`src/rtl/noc_tx_engine.sv`:
```
// NoC transmit engine: FIFO of core packets fanned out to N/S/E/W.
// Ports: clk, rst_n, bus (slave), flush, fifo_count, drop_cnt, busy.
package noc_pkg;
  localparam int SRC_W = 8;

  typedef enum logic [1:0] {
    MSG_STATUS = 2'd0,
    MSG_CLAUSE = 2'd1,
    MSG_LEARNT = 2'd2,
    MSG_CTRL   = 2'd3
  } msg_type_t;

  typedef struct packed {
    msg_type_t        msg_type;
    logic [SRC_W-1:0] src_id;
    logic [31:0]      payload;
  } noc_packet_t;
endpackage

module noc_tx_engine
  import noc_pkg::*;
#(
  parameter int               DEPTH         = 4,
  parameter logic [SRC_W-1:0] CORE_ID       = '0,
  parameter logic [3:0]       NEIGHBOR_MASK = 4'b1111
) (
  input  logic                   clk,
  input  logic                   rst_n,
  noc_tx_engine_if.slave         bus,
  input  logic                   flush,
  output logic [$clog2(DEPTH):0] fifo_count,
  output logic [7:0]             drop_cnt,
  output logic                   busy
);
  localparam int AW = $clog2(DEPTH);
  localparam logic [AW:0] FULL = (AW+1)'(DEPTH);
  localparam logic [AW:0] ONE  = (AW+1)'(1);

  noc_packet_t   mem_pkt  [DEPTH];
  logic [3:0]    mem_mask [DEPTH];
  logic [AW-1:0] rptr;
  logic [AW-1:0] wptr;
  logic [AW:0]   count;
  logic [3:0]    pending;
  logic [3:0]    pend_nxt;
  logic [3:0]    emask;
  logic [3:0]    valid_vec;
  logic          head_valid;
  logic          accept;
  logic          push;
  logic          drop;
  logic          pop;
  noc_packet_t   stamped;
  noc_packet_t   head_pkt;

  assign emask      = bus.in_dir_mask & NEIGHBOR_MASK;
  assign bus.in_ready = (count < FULL) & ~flush;
  assign accept     = bus.in_valid & bus.in_ready;
  assign push       = accept & (emask != 4'd0);
  assign drop       = accept & (emask == 4'd0);
  assign head_valid = (count != '0);
  // Head leaves once no pending port is left waiting.
  assign pop = head_valid &
               ((pending & ~bus.tx_ready) == 4'd0);

  assign fifo_count   = count;
  assign busy         = head_valid;
  assign valid_vec    = {4{head_valid}} & pending;
  assign bus.tx_valid = valid_vec;

  always_comb begin
    stamped        = bus.in_pkt;
    stamped.src_id = CORE_ID;
    head_pkt       = mem_pkt[rptr];
    for (int i = 0; i < 4; i++) begin
      bus.tx_pkt[i] = valid_vec[i] ? head_pkt : '0;
    end
  end

  // New head's mask loads on the popping edge: no bubble.
  always_comb begin
    pend_nxt = pending & ~bus.tx_ready;
    if (pop) begin
      if (count > ONE) begin
        pend_nxt = mem_mask[rptr + 1'b1];
      end else if (push) begin
        pend_nxt = emask;
      end else begin
        pend_nxt = '0;
      end
    end else if (push && !head_valid) begin
      pend_nxt = emask;
    end
  end

  always_ff @(posedge clk or negedge rst_n) begin
    if (!rst_n) begin
      rptr    <= '0;
      wptr    <= '0;
      count   <= '0;
      pending <= '0;
    end else if (flush) begin
      rptr    <= '0;
      wptr    <= '0;
      count   <= '0;
      pending <= '0;
    end else begin
      if (push) wptr <= wptr + 1'b1;
      if (pop)  rptr <= rptr + 1'b1;
      case ({push, pop})
        2'b10:   count <= count + ONE;
        2'b01:   count <= count - ONE;
        default: count <= count;
      endcase
      pending <= pend_nxt;
    end
  end

  always_ff @(posedge clk or negedge rst_n) begin
    if (!rst_n) begin
      drop_cnt <= '0;
    end else if (drop && drop_cnt != 8'hFF) begin
      drop_cnt <= drop_cnt + 8'd1;
    end
  end

  always_ff @(posedge clk) begin
    if (push) begin
      mem_pkt[wptr]  <= stamped;
      mem_mask[wptr] <= emask;
    end
  end
endmodule

```
`src/rtl/noc_tx_engine_if.sv`:
```
// Core-to-engine packet handshake plus four per-port mesh links.
// master: core/mesh side; slave: noc_tx_engine.
interface noc_tx_engine_if #(
  parameter type pkt_t = logic [41:0]
);
  pkt_t       in_pkt;
  logic [3:0] in_dir_mask;
  logic       in_valid;
  logic       in_ready;
  pkt_t [3:0] tx_pkt;
  logic [3:0] tx_valid;
  logic [3:0] tx_ready;

  modport master (
    output in_pkt,
    output in_dir_mask,
    output in_valid,
    input  in_ready,
    input  tx_pkt,
    input  tx_valid,
    output tx_ready
  );

  modport slave (
    input  in_pkt,
    input  in_dir_mask,
    input  in_valid,
    output in_ready,
    output tx_pkt,
    output tx_valid,
    input  tx_ready
  );
endinterface

```
`src/flat_wrapper.sv`:
```
// flat-port wrapper written by rule: the top's interface ports become plain ports
module noc_tx_engine_flat import noc_pkg::*;
#(
  parameter int               DEPTH         = 4,
  parameter logic [SRC_W-1:0] CORE_ID       = '0,
  parameter logic [3:0]       NEIGHBOR_MASK = 4'b1111
)
  (clk, rst_n, flush, fifo_count, drop_cnt, busy, bus_in_pkt, bus_in_dir_mask, bus_in_valid, bus_in_ready, bus_tx_pkt, bus_tx_valid, bus_tx_ready);
  noc_tx_engine_if #(.pkt_t(noc_packet_t)) bus_i ();
  input  logic clk;
  input  logic rst_n;
  input  logic flush;
  output logic [$clog2(DEPTH):0] fifo_count;
  output logic [7:0] drop_cnt;
  output logic busy;
  input wire logic [$bits(bus_i.in_pkt)-1:0] bus_in_pkt;
  input wire logic [$bits(bus_i.in_dir_mask)-1:0] bus_in_dir_mask;
  input wire logic [$bits(bus_i.in_valid)-1:0] bus_in_valid;
  output wire logic [$bits(bus_i.in_ready)-1:0] bus_in_ready;
  output wire logic [$bits(bus_i.tx_pkt)-1:0] bus_tx_pkt;
  output wire logic [$bits(bus_i.tx_valid)-1:0] bus_tx_valid;
  input wire logic [$bits(bus_i.tx_ready)-1:0] bus_tx_ready;
  assign bus_i.in_pkt = bus_in_pkt;
  assign bus_i.in_dir_mask = bus_in_dir_mask;
  assign bus_i.in_valid = bus_in_valid;
  assign bus_in_ready = bus_i.in_ready;
  assign bus_tx_pkt = bus_i.tx_pkt;
  assign bus_tx_valid = bus_i.tx_valid;
  assign bus_i.tx_ready = bus_tx_ready;
  noc_tx_engine #(.DEPTH(DEPTH), .CORE_ID(CORE_ID), .NEIGHBOR_MASK(NEIGHBOR_MASK)) u_core (.clk(clk), .rst_n(rst_n), .bus(bus_i), .flush(flush), .fifo_count(fifo_count), .drop_cnt(drop_cnt), .busy(busy));
endmodule
```
`config.mk`:
```
export PLATFORM = sky130hd
export DESIGN_NAME = noc_tx_engine_flat
export DESIGN_NICKNAME = d
export VERILOG_FILES = /design/src/rtl/noc_tx_engine.sv /design/src/rtl/noc_tx_engine_if.sv /design/src/flat_wrapper.sv
export SDC_FILE = /design/constraint.sdc
export NUM_CORES = 1
export LEC_CHECK = 0
export ABC_AREA = 1
export CORE_MARGIN = 2
export CORE_UTILIZATION = 47
export CTS_CLUSTER_SIZE = 8
export DETAILED_ROUTE_END_ITERATION = 8
export HOLD_SLACK_MARGIN = 0.02
export PLACE_DENSITY = 0.8
export SLEW_MARGIN = 20
export SYNTH_ARGS = -nofsm -noshare
export SYNTH_HDL_FRONTEND = slang
export SYNTH_SLANG_ARGS = --single-unit
```
`constraint.sdc`:
```
create_clock -name clk -period 3.2 [get_ports clk]
set_clock_uncertainty 0.1 [all_clocks]
set_input_delay 0.64 -clock clk [delete_from_list [all_inputs] [get_ports clk]]
set_output_delay 0.64 -clock clk [all_outputs]
set_load 0.02 [all_outputs]
```
==> After elaboration in Yosys (flattened, before gate mapping) <==
Memories as Yosys holds them, arrays and structs flattened.
Index checks and enable logic that the tools add are counted.
{ "classes": {"add_sub_neg": 5, "magnitude_cmp": 2, "n_eq_ne": 3, "mux": 17, "n_bitwise": 9, "reduce_logical": 10} }
{ "ops": {"columns": ["cell", "count"], "rows": [
  ["$mux W42", 4],
  ["$mux W4", 5],
  ["$add A8 B1 Y8 const B", 1],
  ["$and A4 B4 Y4", 2],
  ["$logic_not A4 Y1", 2],
  ["$mux W2", 4],
  ["$ne A8 B8 Y1 const B", 1],
  ["$pmux W3 S2", 1],
  ["$reduce_bool A3 Y1", 2],
  ["$and A1 B1 Y1", 5],
  ["$add A2 B1 Y2 const B", 2],
  ["$not A4 Y4", 1],
  ["$reduce_bool A2 Y1", 2],
  ["$reduce_bool A4 Y1", 1],
  ["$add A3 B1 Y3 const B", 1],
  ["$gt A3 B1 Y1 const B", 1],
  ["$lt A3 B3 Y1 const B", 1],
  ["$mux W3", 1],
  ["$sub A3 B1 Y3 const B", 1],
  ["$eq A2 B1 Y1 const B", 1],
  ["$eq A2 B2 Y1 const B", 1],
  ["$logic_and A1 B1 Y1", 2],
  ["$mux W1", 2],
  ["$logic_not A1 Y1", 1],
  ["$not A1 Y1", 1]
]} }
{ "word_totals": {"reg_bits": 19, "ram_bits": 152, "output_inout_bits": 185, "wordCells": 53, "memories": 2} }
{ "mem_list": {"columns": ["name", "words", "width", "rd", "rd_ports_with_merged_regs", "wr", "line_no", "text"], "rows": [
  ["u_core.mem_pkt", 4, 34, 1, 0, 1, "noc_tx_engine.sv:39", "noc_packet_t mem_pkt [DEPTH];"],
  ["u_core.mem_mask", 4, 4, 1, 0, 1, "noc_tx_engine.sv:40", "logic [3:0] mem_mask [DEPTH];"]
]} }

==> Logic depth before layout (Yosys ltp) <==
Gate-level depths: netlist of the first run.
{ "depth": {"depth_word": 8, "mapped_depth": 11} }

==> Worst setup path after synthesis of the first run <==
OpenSTA, ideal clock, no wires.
{ "synth_timing": {"path_type": "input -> register", "startpoint": "input flush", "endpoint": "memory u_core.mem_mask[0][0] (enable)", "setup_ns": 0.433, "arrival_ns": 2.797, "required_ns": 2.667, "slack_ns": -0.130, "path_stages": 5, "n_path_buf": 0, "cell_sequence": "nor2_2 > nand2_2 > inv_4 > nand2_4 > nor2_1"} }
{ "synth_via": {"elab_chain_len": 6} }
{ "synth_lines": {"columns": ["item", "line_no", "text"], "rows": [
  ["start, declared", "flat_wrapper.sv:12", "input logic flush;"],
  ["$not A1 Y1", "noc_tx_engine.sv:57", "assign bus.in_ready = (count < FULL) & ~flush;"],
  ["$and A1 B1 Y1", "noc_tx_engine.sv:57", null],
  ["$and A1 B1 Y1", "noc_tx_engine.sv:58", "assign accept = bus.in_valid & bus.in_ready;"],
  ["$and A1 B1 Y1", "noc_tx_engine.sv:59", "assign push = accept & (emask != 4'd0);"],
  ["$mux W1", "noc_tx_engine.sv:128", "if (push) begin"],
  ["$mux W1 (not written as such)", "noc_tx_engine.sv:130", "mem_mask[wptr] <= emask;"],
  ["end, declared", "noc_tx_engine.sv:40", null]
]} }
No other way between the ends.

==> Worst setup path in the final report of the first run <==
{ "layout_timing": {"startpoint": "register u_core.rptr[0]", "endpoint": "output bus_tx_pkt[127]"} }
{ "layout_via": {"elab_chain_len": 2} }
{ "layout_lines": {"columns": ["item", "line_no", "text"], "rows": [
  ["start, declared", "noc_tx_engine.sv:41", "logic [AW-1:0] rptr;"],
  ["start signal, assigned", "noc_tx_engine.sv:109", "if (pop) rptr <= rptr + 1'b1;"],
  ["$mem_v2 Z4 W34", null, null],
  ["$mux W42", "noc_tx_engine.sv:76", "bus.tx_pkt[i] = valid_vec[i] ? head_pkt : '0;"],
  ["end, declared", "flat_wrapper.sv:20", "output wire logic [$bits(bus_i.tx_pkt)-1:0] bus_tx_pkt;"]
]} }
No other way between the ends.

==> flow_metrics.tcl, run 1 <==
set metrics [dict create \
    status "finished clean" \
    hold_path_depth 1 \
    cts.path.max_buffers 2 \
    post_cts_buffers 0 \
    cts-root-buf "clkbuf_16" \
    cts_hold_buf 0 \
    crit_type "register to primary output" \
    synthArstFlopShare_pct 11.11 \
    stdcell_area_mm2 0.01097 \
    synth_top_family_by_area "simple AND/OR/NAND/NOR gates" \
    clk_latency_ns 0.44 \
    grt-ovfl-total 0 \
    required_ns 2.46 \
    vias 6065 \
    worst_pin_slew_ns 0.9096 \
    power_frac_comb_pct 40.4 \
    synthAdderAreaFrac_pct 1.415 \
    num_rows 47 \
    grt_start_max_net_pins 47 \
    grt_use_total_pct 22.08 \
    arrival_ns 2.42 \
    synth_compound_area_share_pct 7.279 \
    clkPwrFrac_pct 26.8 \
    synth.distinct_cells 30 \
    hold_violations 0 \
    fmax_ghz 0.3163 \
    cts_sinks 171 \
    wire_per_inst_um 17.08 \
    wl_met2_mm 10.26 \
    die_h_um 134.1 \
    drt_iter0_drc 511 \
    wl_met1_mm 8.167 \
    power.total_mw 8.082 \
    die_w_um 134.1 \
    p_int_mw 5.107 \
    diodes 0 \
    finalSetupViolations 0 \
    holdCritPathClass "register to register" \
    yosys.area_share.simple_pct 19.43 \
    yosysMostFrequentCell "nor2_1" \
    yosysTopAreaCell "edfxtp_1" \
    grt_antenna_before_repair 0 \
    whs_ns 0.4396 \
    power.density_mw_per_mm2 736.4 \
    fin_crit_sh_pct 98.80 \
    layout.cells.non_filler 1189 \
    ioPinCount 239 \
    place_inst 1157 \
    relSlewSlack_pct 39.17 \
    synthMuxAreaShare_pct 0 \
    cts_buffers 17 \
    clkTransAtPathRegs_ns 0.06 \
    topRoutingLayerUsed "met4" \
    netlist_area_mm2 0.007959 \
    switching_share_pct 36.81 \
    fin_crit_ns 3.162 \
    routed_via_density 5.101 \
    tritoncts "yes" \
    r2r_cells 6 \
    dieArea_mm2 0.01799 \
    synth_area_leaders "edfxtp_1, nor2_1, nand2_1" \
    cp-end-kind "primary output" \
    crit_fanout 32 \
    cts_resized 20 \
    critPathLaunchType "register" \
    synth_edf_count 152 \
    synthFlopType "edfxtp_1" \
    yosysTopAreaCellShare_pct 57.35 \
    synth-seq-area-share_pct 63.32 \
    grt_pass1_vias 5606 \
    ys_ff_latch 171 \
    place_congestion 0.8870 \
    initial_core_util_pct 47.99 \
    drv_slew 0 \
    yosys_warnings 0 \
    ir_worst_vdd_v 0.0005191 \
    core_mm2 0.01658 \
    final_util_pct 66.18 \
    leakagePower_nw 5.493 \
    drc 0 \
    grt_pass1_wl_mm 29.95 \
    p_sw_mw 2.975 \
    synth_cells 758 \
    routed_wl_mm 20.31 \
    synth.avg_cell_area_um2 10.50 \
    synthTopCellsByCount "nor2_1, nand2_1, edfxtp_1" \
    post-dp-hpwl_mm 13.03 \
    layout-drive-gt1-share_pct 8.462 \
    port_buffers 198 \
    htree_levels 4 \
    post_dp_cell_area_mm2 0.01015 \
    areaGrowthSynthToFinish_pct 37.89 \
    synth_xor_xnor_area_share_pct 0.7703 \
    maxCapViolCount 0 \
    power.share.sequential_pct 32.8 \
    drt_first_pass_iters 6 \
    final_nets 1019 \
    drtAntennaViolNets 0 \
    met3WireLength_mm 1.382 \
]
## placed cells by master, fill, tap and decap left out, types with 3 or more instances in the layout
cell type	n
dlymetal6s2s_1	75
clkinv_4	4
nor2_2	3
clkdlybuf4s50_1	112
nand2_2	5
nor2_1	172
o21ai_0	13
nor2_4	8
xnor2_1	6
buf_12	7
buf_4	12
inv_8	3
clkbuf_16	17
bufinv_16	4
inv_2	5
a21oi_1	33
edfxtp_1	152
a32o_1	33
nand3_1	22
conb_1	32
inv_1	31
nor3_1	5
dfrtp_1	18
nand2_1	154
ha_1	9
inv_6	3
nand2_4	4
dlygate4sd2_1	11
## worst max-delay path, cell delays in order, from the launching register on
cell and delay, ns:
dfrtp_2 0.44, inv_2 0.11, buf_12 0.19, nand2_1 0.08, a32o_1 0.35, nor2_1 0.16, clkdlybuf4s50_1 0.64
## per-stage QoR
step	worst slack [ns]	TNS, ns
floorplan	-0.1302	-19.79
global placement	0.2272	0
detailed placement	0.1777	0
CTS	0.001255	0
global route	-0.04732	-0.06026
finish	0.03848	0
## power by group through the flow
stage | clock (mW) | combinational, mW | sequential, mW
finish | 2.16 | 3.27 | 2.65
global route | 2.27 | 3.54 | 2.66
CTS | 2.19 | 3.30 | 2.65
detailed placement | 0 | 3.28 | 2.69
global placement | 0 | 3.23 | 2.69
floorplan | 0 | 2.06 | 2.72
## cell families (layout without fill, tap and decap cells)
family	Yosys count	after routing
xor+xnor	7	7
flops	171	171
other cells	1	32
compound gates	82	82
buf+inv	112	292
simple gates	376	376
fa+ha+maj	9	9
## path summary, 6_finish.rpt
path / startpoint / endpoint / slack [ns]
max: u_core.rptr[0] / bus_tx_pkt[127] / 0.04
min: u_core.drop_cnt[0] / u_core.drop_cnt[0] / 0.44
max reg2reg: u_core.fifo_count[2] / u_core.mem_pkt[2][14] / 1.25
min reg2reg: u_core.drop_cnt[0] / u_core.drop_cnt[0] / 0.44
max in group asynchronous: rst_n / u_core.rptr[0] / 1.76
min in group asynchronous: rst_n / u_core.drop_cnt[6] / 0.61
## sequential cells by signal, indices dropped and copies added (netlist names)
| name | flops |
|---|---|
| u_core.mem_mask | 16 |
| u_core.pending | 4 |
| u_core.wptr | 2 |
| u_core.drop_cnt | 8 |
| u_core.fifo_count | 3 |
| u_core.mem_pkt | 136 |
| u_core.rptr | 2 |
## metal layers
metal	track usage (%)	vias up
met2	38.09	240
met1	26.48	2904
met5	0	-
met3	5.442	30
met4	9.474	0
li1	-	2891
## final cells by class
class	instances	area (um^2)
timing repair buffer	218	2397
clock inverter	14	193.9
tap	220	275.3
fill	1201	5609
multi-input combinational	506	2450
inverter	42	187.7
clock buffer	18	429.2
sequential	171	5041
Power figures use the tool's default switching activity.
==> inputs of run 2 (changes only) <==
Settings changed: CORE_UTILIZATION 47 to 35, CTS_BUF_LIST set to sky130_fd_sc_hd__clkbuf_2 sky130_fd_sc_hd__clkbuf_4 sky130_fd_sc_hd__clkbuf_8, PLACE_DENSITY 0.8 to not set.
==> run 2 against run 1 <==
Highest routed layer is now met5. Wire length is 3.2% lower. Critical endpoint is now bus_tx_pkt[107]. Largest cell class unchanged. Core utilization down 18 points. Die area increased by 33%. First-iteration DRC count fell by 29%. Combinational power shrank 2%. Worst setup slack improved by 0.064 ns. Count of clock-buffer cells in the layout decreased by 1. Sequential power barely moved. Largest power group unchanged. Critical path type unchanged. Sequential share of layout area up 0.53 points.
==> flow_metrics.tcl, run 2 (same netlist as run 1, synthesis figures left out) <==
set metrics [dict create \
    leakagePower_nw 5.609 \
    fmax_ghz 0.3228 \
    htree_levels 4 \
    critPathLaunchType "register" \
    areaGrowthSynthToFinish_pct 36.32 \
    drc 0 \
    dieArea_mm2 0.02396 \
    stdcell_area_mm2 0.01085 \
    tns_ns 0 \
    ioPinCount 239 \
    cts_buffers 17 \
    ir_worst_vdd_v 0.0003548 \
    routed_via_density 4.696 \
    final_common_cell "nor2_1" \
    wire_per_inst_um 15.66 \
    layout-drive-gt1-share_pct 8.763 \
    grt_use_total_pct 16.41 \
    arrival_ns 2.36 \
    startpoint "u_core.fifo_count[0]" \
    finalSetupViolations 0 \
    hold_violations 0 \
    crit_type "register to primary output" \
    cts-root-buf "clkbuf_8" \
    rrSetupSlack_ns 1.27 \
    clk_latency_ns 0.44 \
    whs_ns 0.4288 \
    maxCapViolCount 0 \
    fin_crit_ns 3.098 \
    die_h_um 154.8 \
    power.density_mw_per_mm2 675.9 \
    port_buffers 198 \
    core_mm2 0.02250 \
    drt_iter0_drc 363 \
    drtAntennaViolNets 0 \
    tritoncts "yes" \
    diodes 0 \
    drt_first_pass_iters 4 \
    cp-end-kind "primary output" \
    r2r-end "u_core.mem_pkt[3][24]" \
    crit_fanout 34 \
    regMostFlops "u_core.mem_pkt" \
    grt_pass1_wl_mm 30.52 \
    cts.path.max_buffers 2 \
    required_ns 2.46 \
    holdCritPathClass "input pin to async pin" \
    rr_startpoint "u_core.fifo_count[2]" \
    fin_crit_sh_pct 96.81 \
    num_rows 55 \
    vias 5894 \
    final_nets 1020 \
    reg.largest.list "u_core.mem_pkt: 136 flops, u_core.mem_mask: 16 flops, u_core.drop_cnt: 8 flops" \
    post_dp_cell_area_mm2 0.01023 \
    power.total_mw 7.333 \
    cts_sinks 171 \
    grt_antenna_before_repair 1 \
    grt-ovfl-total 0 \
    grt_start_max_net_pins 53 \
    initial_core_util_pct 35.37 \
    grt_pass1_vias 5616 \
    r2r_cells 6 \
    clkTransAtPathRegs_ns 0.09 \
    largest_reg_flops 136 \
    final_cell_mix "nor2_1, nand2_1, edfxtp_1, clkdlybuf4s50_1, dlymetal6s2s_1" \
    place_congestion 0.7525 \
    post-dp-hpwl_mm 13.11 \
    status "finished clean" \
    routed_wl_mm 19.65 \
    die_w_um 154.8 \
    drv_slew 0 \
]
run 2: area by class of cell:
type | count | area (um^2)
inverters | 42 | 185.2
fillers | 2054 | 11650
multi-input cells | 506 | 2450
well taps | 285 | 356.6
flip-flops and latches | 171 | 5041
clock buffers | 17 | 234.0
repair buffers | 219 | 2407
clock inverters | 15 | 175.2
run 2: worst max-delay path: stages (launching register included):
cell	delay, ns
dfrtp_1	0.36
inv_1	0.07
ha_1	0.23
nand2_4	0.11
inv_2	0.11
nor2_4	0.16
inv_8	0.10
nor2_1	0.13
clkdlybuf4s50_1	0.61
run 2: per-stage QoR:
stage | instances | worst slack (ns) | utilization, %
2_1_floorplan | 789 | -0.1302 | -
3_3_place_gp | 1223 | 0.2102 | 45.48
3_5_place_dp | 1223 | 0.1830 | 45.48
4_1_cts | 1255 | 0.006670 | 47.23
5_1_grt | 1255 | -0.02018 | 48.21
6_report | 1255 | 0.1021 | 48.21
run 2: worst max path at each step:
stage                                 end  cells past startpoint
finish                    bus_tx_pkt[107]                      8
global route               bus_tx_pkt[87]                      6
CTS                       bus_tx_pkt[152]                      8
detailed placement        bus_tx_pkt[152]                      8
global placement           bus_tx_pkt[63]                      8
floorplan           u_core.mem_mask[0][0]                      5
run 2: repair_timing:
action                                  CTS  global route
setup buffers                             0             0
pin swaps                                 0             0
hold buffers                              0             0
resized for setup                        37            87
endpoints found under the setup margin  131           100
run 2: power breakdown:
part           switching (mW)  total (mW)  internal, mW
Sequential             0.0713        2.65          2.57
Clock                   0.894        1.49         0.595
Combinational            2.01        3.20          1.19
run 2: metal layers:
layer	share of wire (%)	track usage, %
met2	50	28.49
met3	4.9	3.699
met1	44	20.73
met5	0.081	0
met4	1.1	4.409
==> inputs of run 3 (changes only) <==
Settings changed: CORE_MARGIN 2 to not set, GPL_TIMING_DRIVEN set to 0.
==> run 3 against run 2 <==
Register-to-register slack got worse by 0.29 ns. Combinational power increased by 3%. The run now ends with DRC left. Power increased by 0.70%. Die area decreased by 2.6%. Core utilization increased by 1.0 points. Global-route usage increased by 2.9 points. Count of clock-buffer cells in the layout increased by 1. First-iteration DRC count increased by 3.9%. Clock power decreased by 3%.
==> flow_metrics.tcl, run 3 (same netlist as run 1, synthesis figures left out) <==
set metrics [dict create \
    fin_crit_ns 3.051 \
    vias 6064 \
    required_ns 2.46 \
    cp-end-kind "primary output" \
    core_mm2 0.02203 \
    maxCapViolCount 0 \
    final_common_cell "nor2_1" \
    routed_via_density 4.643 \
    diodes 0 \
    drt_iter0_drc 377 \
    finalSetupViolations 0 \
    die_w_um 152.8 \
    final_util_pct 49.21 \
    dieArea_mm2 0.02335 \
    port_buffers 198 \
    drt_first_pass_iters 8 \
    grt_antenna_before_repair 2 \
    grt-ovfl-total 0 \
    routed_wl_mm 21.95 \
    critPathMaxStageDelay_ns 0.42 \
    crit_fanout 10 \
    areaGrowthSynthToFinish_pct 36.19 \
    initial_core_util_pct 36.13 \
    pre_cts_slack_ns 0.1706 \
    regMostFlops "u_core.mem_pkt" \
    ioPinCount 239 \
    worst_pin_slew_ns 0.9309 \
    layout-drive-gt1-share_pct 14.13 \
    cts.path.max_buffers 2 \
    reg.largest.list "u_core.mem_pkt: 136 flops, u_core.mem_mask: 16 flops, u_core.drop_cnt: 8 flops" \
    worstPathCellList "buf_6, clkbuf_1, nand2_1, a32o_1, nor2_1, dlygate4sd2_1" \
    critPathSlowestCell "clkbuf_1" \
    critPathLaunchType "register" \
    clkTransAtPathRegs_ns 0.09 \
    drc 28 \
    relSlewSlack_pct 37.75 \
    arrival_ns 2.31 \
    power.density_mw_per_mm2 681.3 \
    holdCritPathClass "register to register" \
    fin_ws_ns 0.1490 \
    violations "DRC" \
    ir_worst_vdd_v 0.0003108 \
    grt_pass1_wl_mm 34.04 \
    grt_use_total_pct 19.28 \
    drv_slew 0 \
    leakagePower_nw 4.843 \
    cts_sinks 171 \
    grt_setup_unrepaired "no" \
    num_rows 54 \
    grt_start_max_net_pins 23 \
    fin_crit_sh_pct 95.34 \
    post-dp-hpwl_mm 15.68 \
    cts-root-buf "clkbuf_8" \
    cts_buffers 17 \
    tritoncts "yes" \
    clk_latency_ns 0.45 \
    wire_per_inst_um 16.80 \
    hold_violations 0 \
    fmax_ghz 0.3278 \
    final_nets 1076 \
    htree_levels 4 \
    final_cell_mix "nor2_1, nand2_1, edfxtp_1, dlygate4sd2_1, clkdlybuf4s50_1" \
    crit_type "register to primary output" \
    path_delay_family "buffers and inverters" \
    largest_reg_flops 136 \
    crit_buf_inv 3 \
    status "finished with violations" \
    cts_hold_buf 0 \
    grt_pass1_vias 5896 \
    place_congestion 0.7711 \
    drtAntennaViolNets 0 \
    die_h_um 152.8 \
]
==> run 3: cell types whose count changed in the layout (fill, tap and decap cells not counted), moves of 7 or more <==
cell	before	now
clkdlybuf4s50_1	87	62
dlymetal6s2s_1	82	0
buf_4	12	50
dlygate4sd2_1	29	129
buf_2	0	7
clkbuf_2	0	11
==> run 3: repair_timing <==
action | in CTS | in global routing
gates resized for setup | 157 | 19
pin swaps | 0 | 0
setup buffers | 1 | 0
endpoints found under the setup margin | 136 | 104
==> run 3: final timing paths <==
path / from / end / slack, ns / cells past startpoint
min reg2reg: u_core.drop_cnt[0] / u_core.drop_cnt[0] / 0.44 / 1
max reg2reg: u_core.fifo_count[2] / u_core.mem_pkt[0][8] / 0.98 / 6
min in group asynchronous: rst_n / u_core.drop_cnt[5] / 0.60 / 1
max: u_core.rptr[0] / bus_tx_pkt[9] / 0.15 / 6
min: u_core.drop_cnt[0] / u_core.drop_cnt[0] / 0.44 / 1
max in group asynchronous: rst_n / u_core.fifo_count[1] / 1.78 / 1
==> run 3: power breakdown <==
| part | switching, mW | internal [mW] |
|---|---|---|
| Combinational | 2.15 | 1.15 |
| Sequential | 0.0673 | 2.58 |
| Clock | 0.809 | 0.641 |
| Total | 3.02 | 4.36 |
==> run 3: stage by stage <==
| step | power [mW] | instances | setup TNS, ns | hold slack [ns] | area, um^2 |
|---|---|---|---|---|---|
| floorplan | 4.776 | 789 | -19.79 | 0.2444 | 8075 |
| global placement | 6.115 | 1267 | -288.79 | 0.4089 | 10410 |
| detailed placement | 6.167 | 1273 | 0 | 0.4219 | 10590 |
| CTS | 7.452 | 1306 | 0 | 0.4428 | 10850 |
| global route | 7.844 | 1306 | 0 | 0.4625 | 10840 |
| finish | 7.384 | 1306 | 0 | 0.4353 | 10840 |
==> run 3: cell type report <==
type / instances / area (um^2)
Fill cell: 2125 / 11190
Inverter: 42 / 172.7
Timing Repair Buffer: 205 / 1948
Clock inverter: 14 / 135.1
Clock buffer: 18 / 241.5
Multi-Input combinational cell: 506 / 2451
Buffer: 70 / 499.2
Sequential cell: 171 / 5041
Tap cell: 280 / 350.3
==> run 3: routing by layer <==
layer  vias up  wire length, um  part of all wire, %  GRT usage, %
li1       3011                -                    -             -
met1      2826             8979                   41         23.02
met2       205            11270                   51         34.84
met3        18             1509                  6.9         5.063
met4         4              156                 0.71         3.800
met5         -               29                 0.13             0
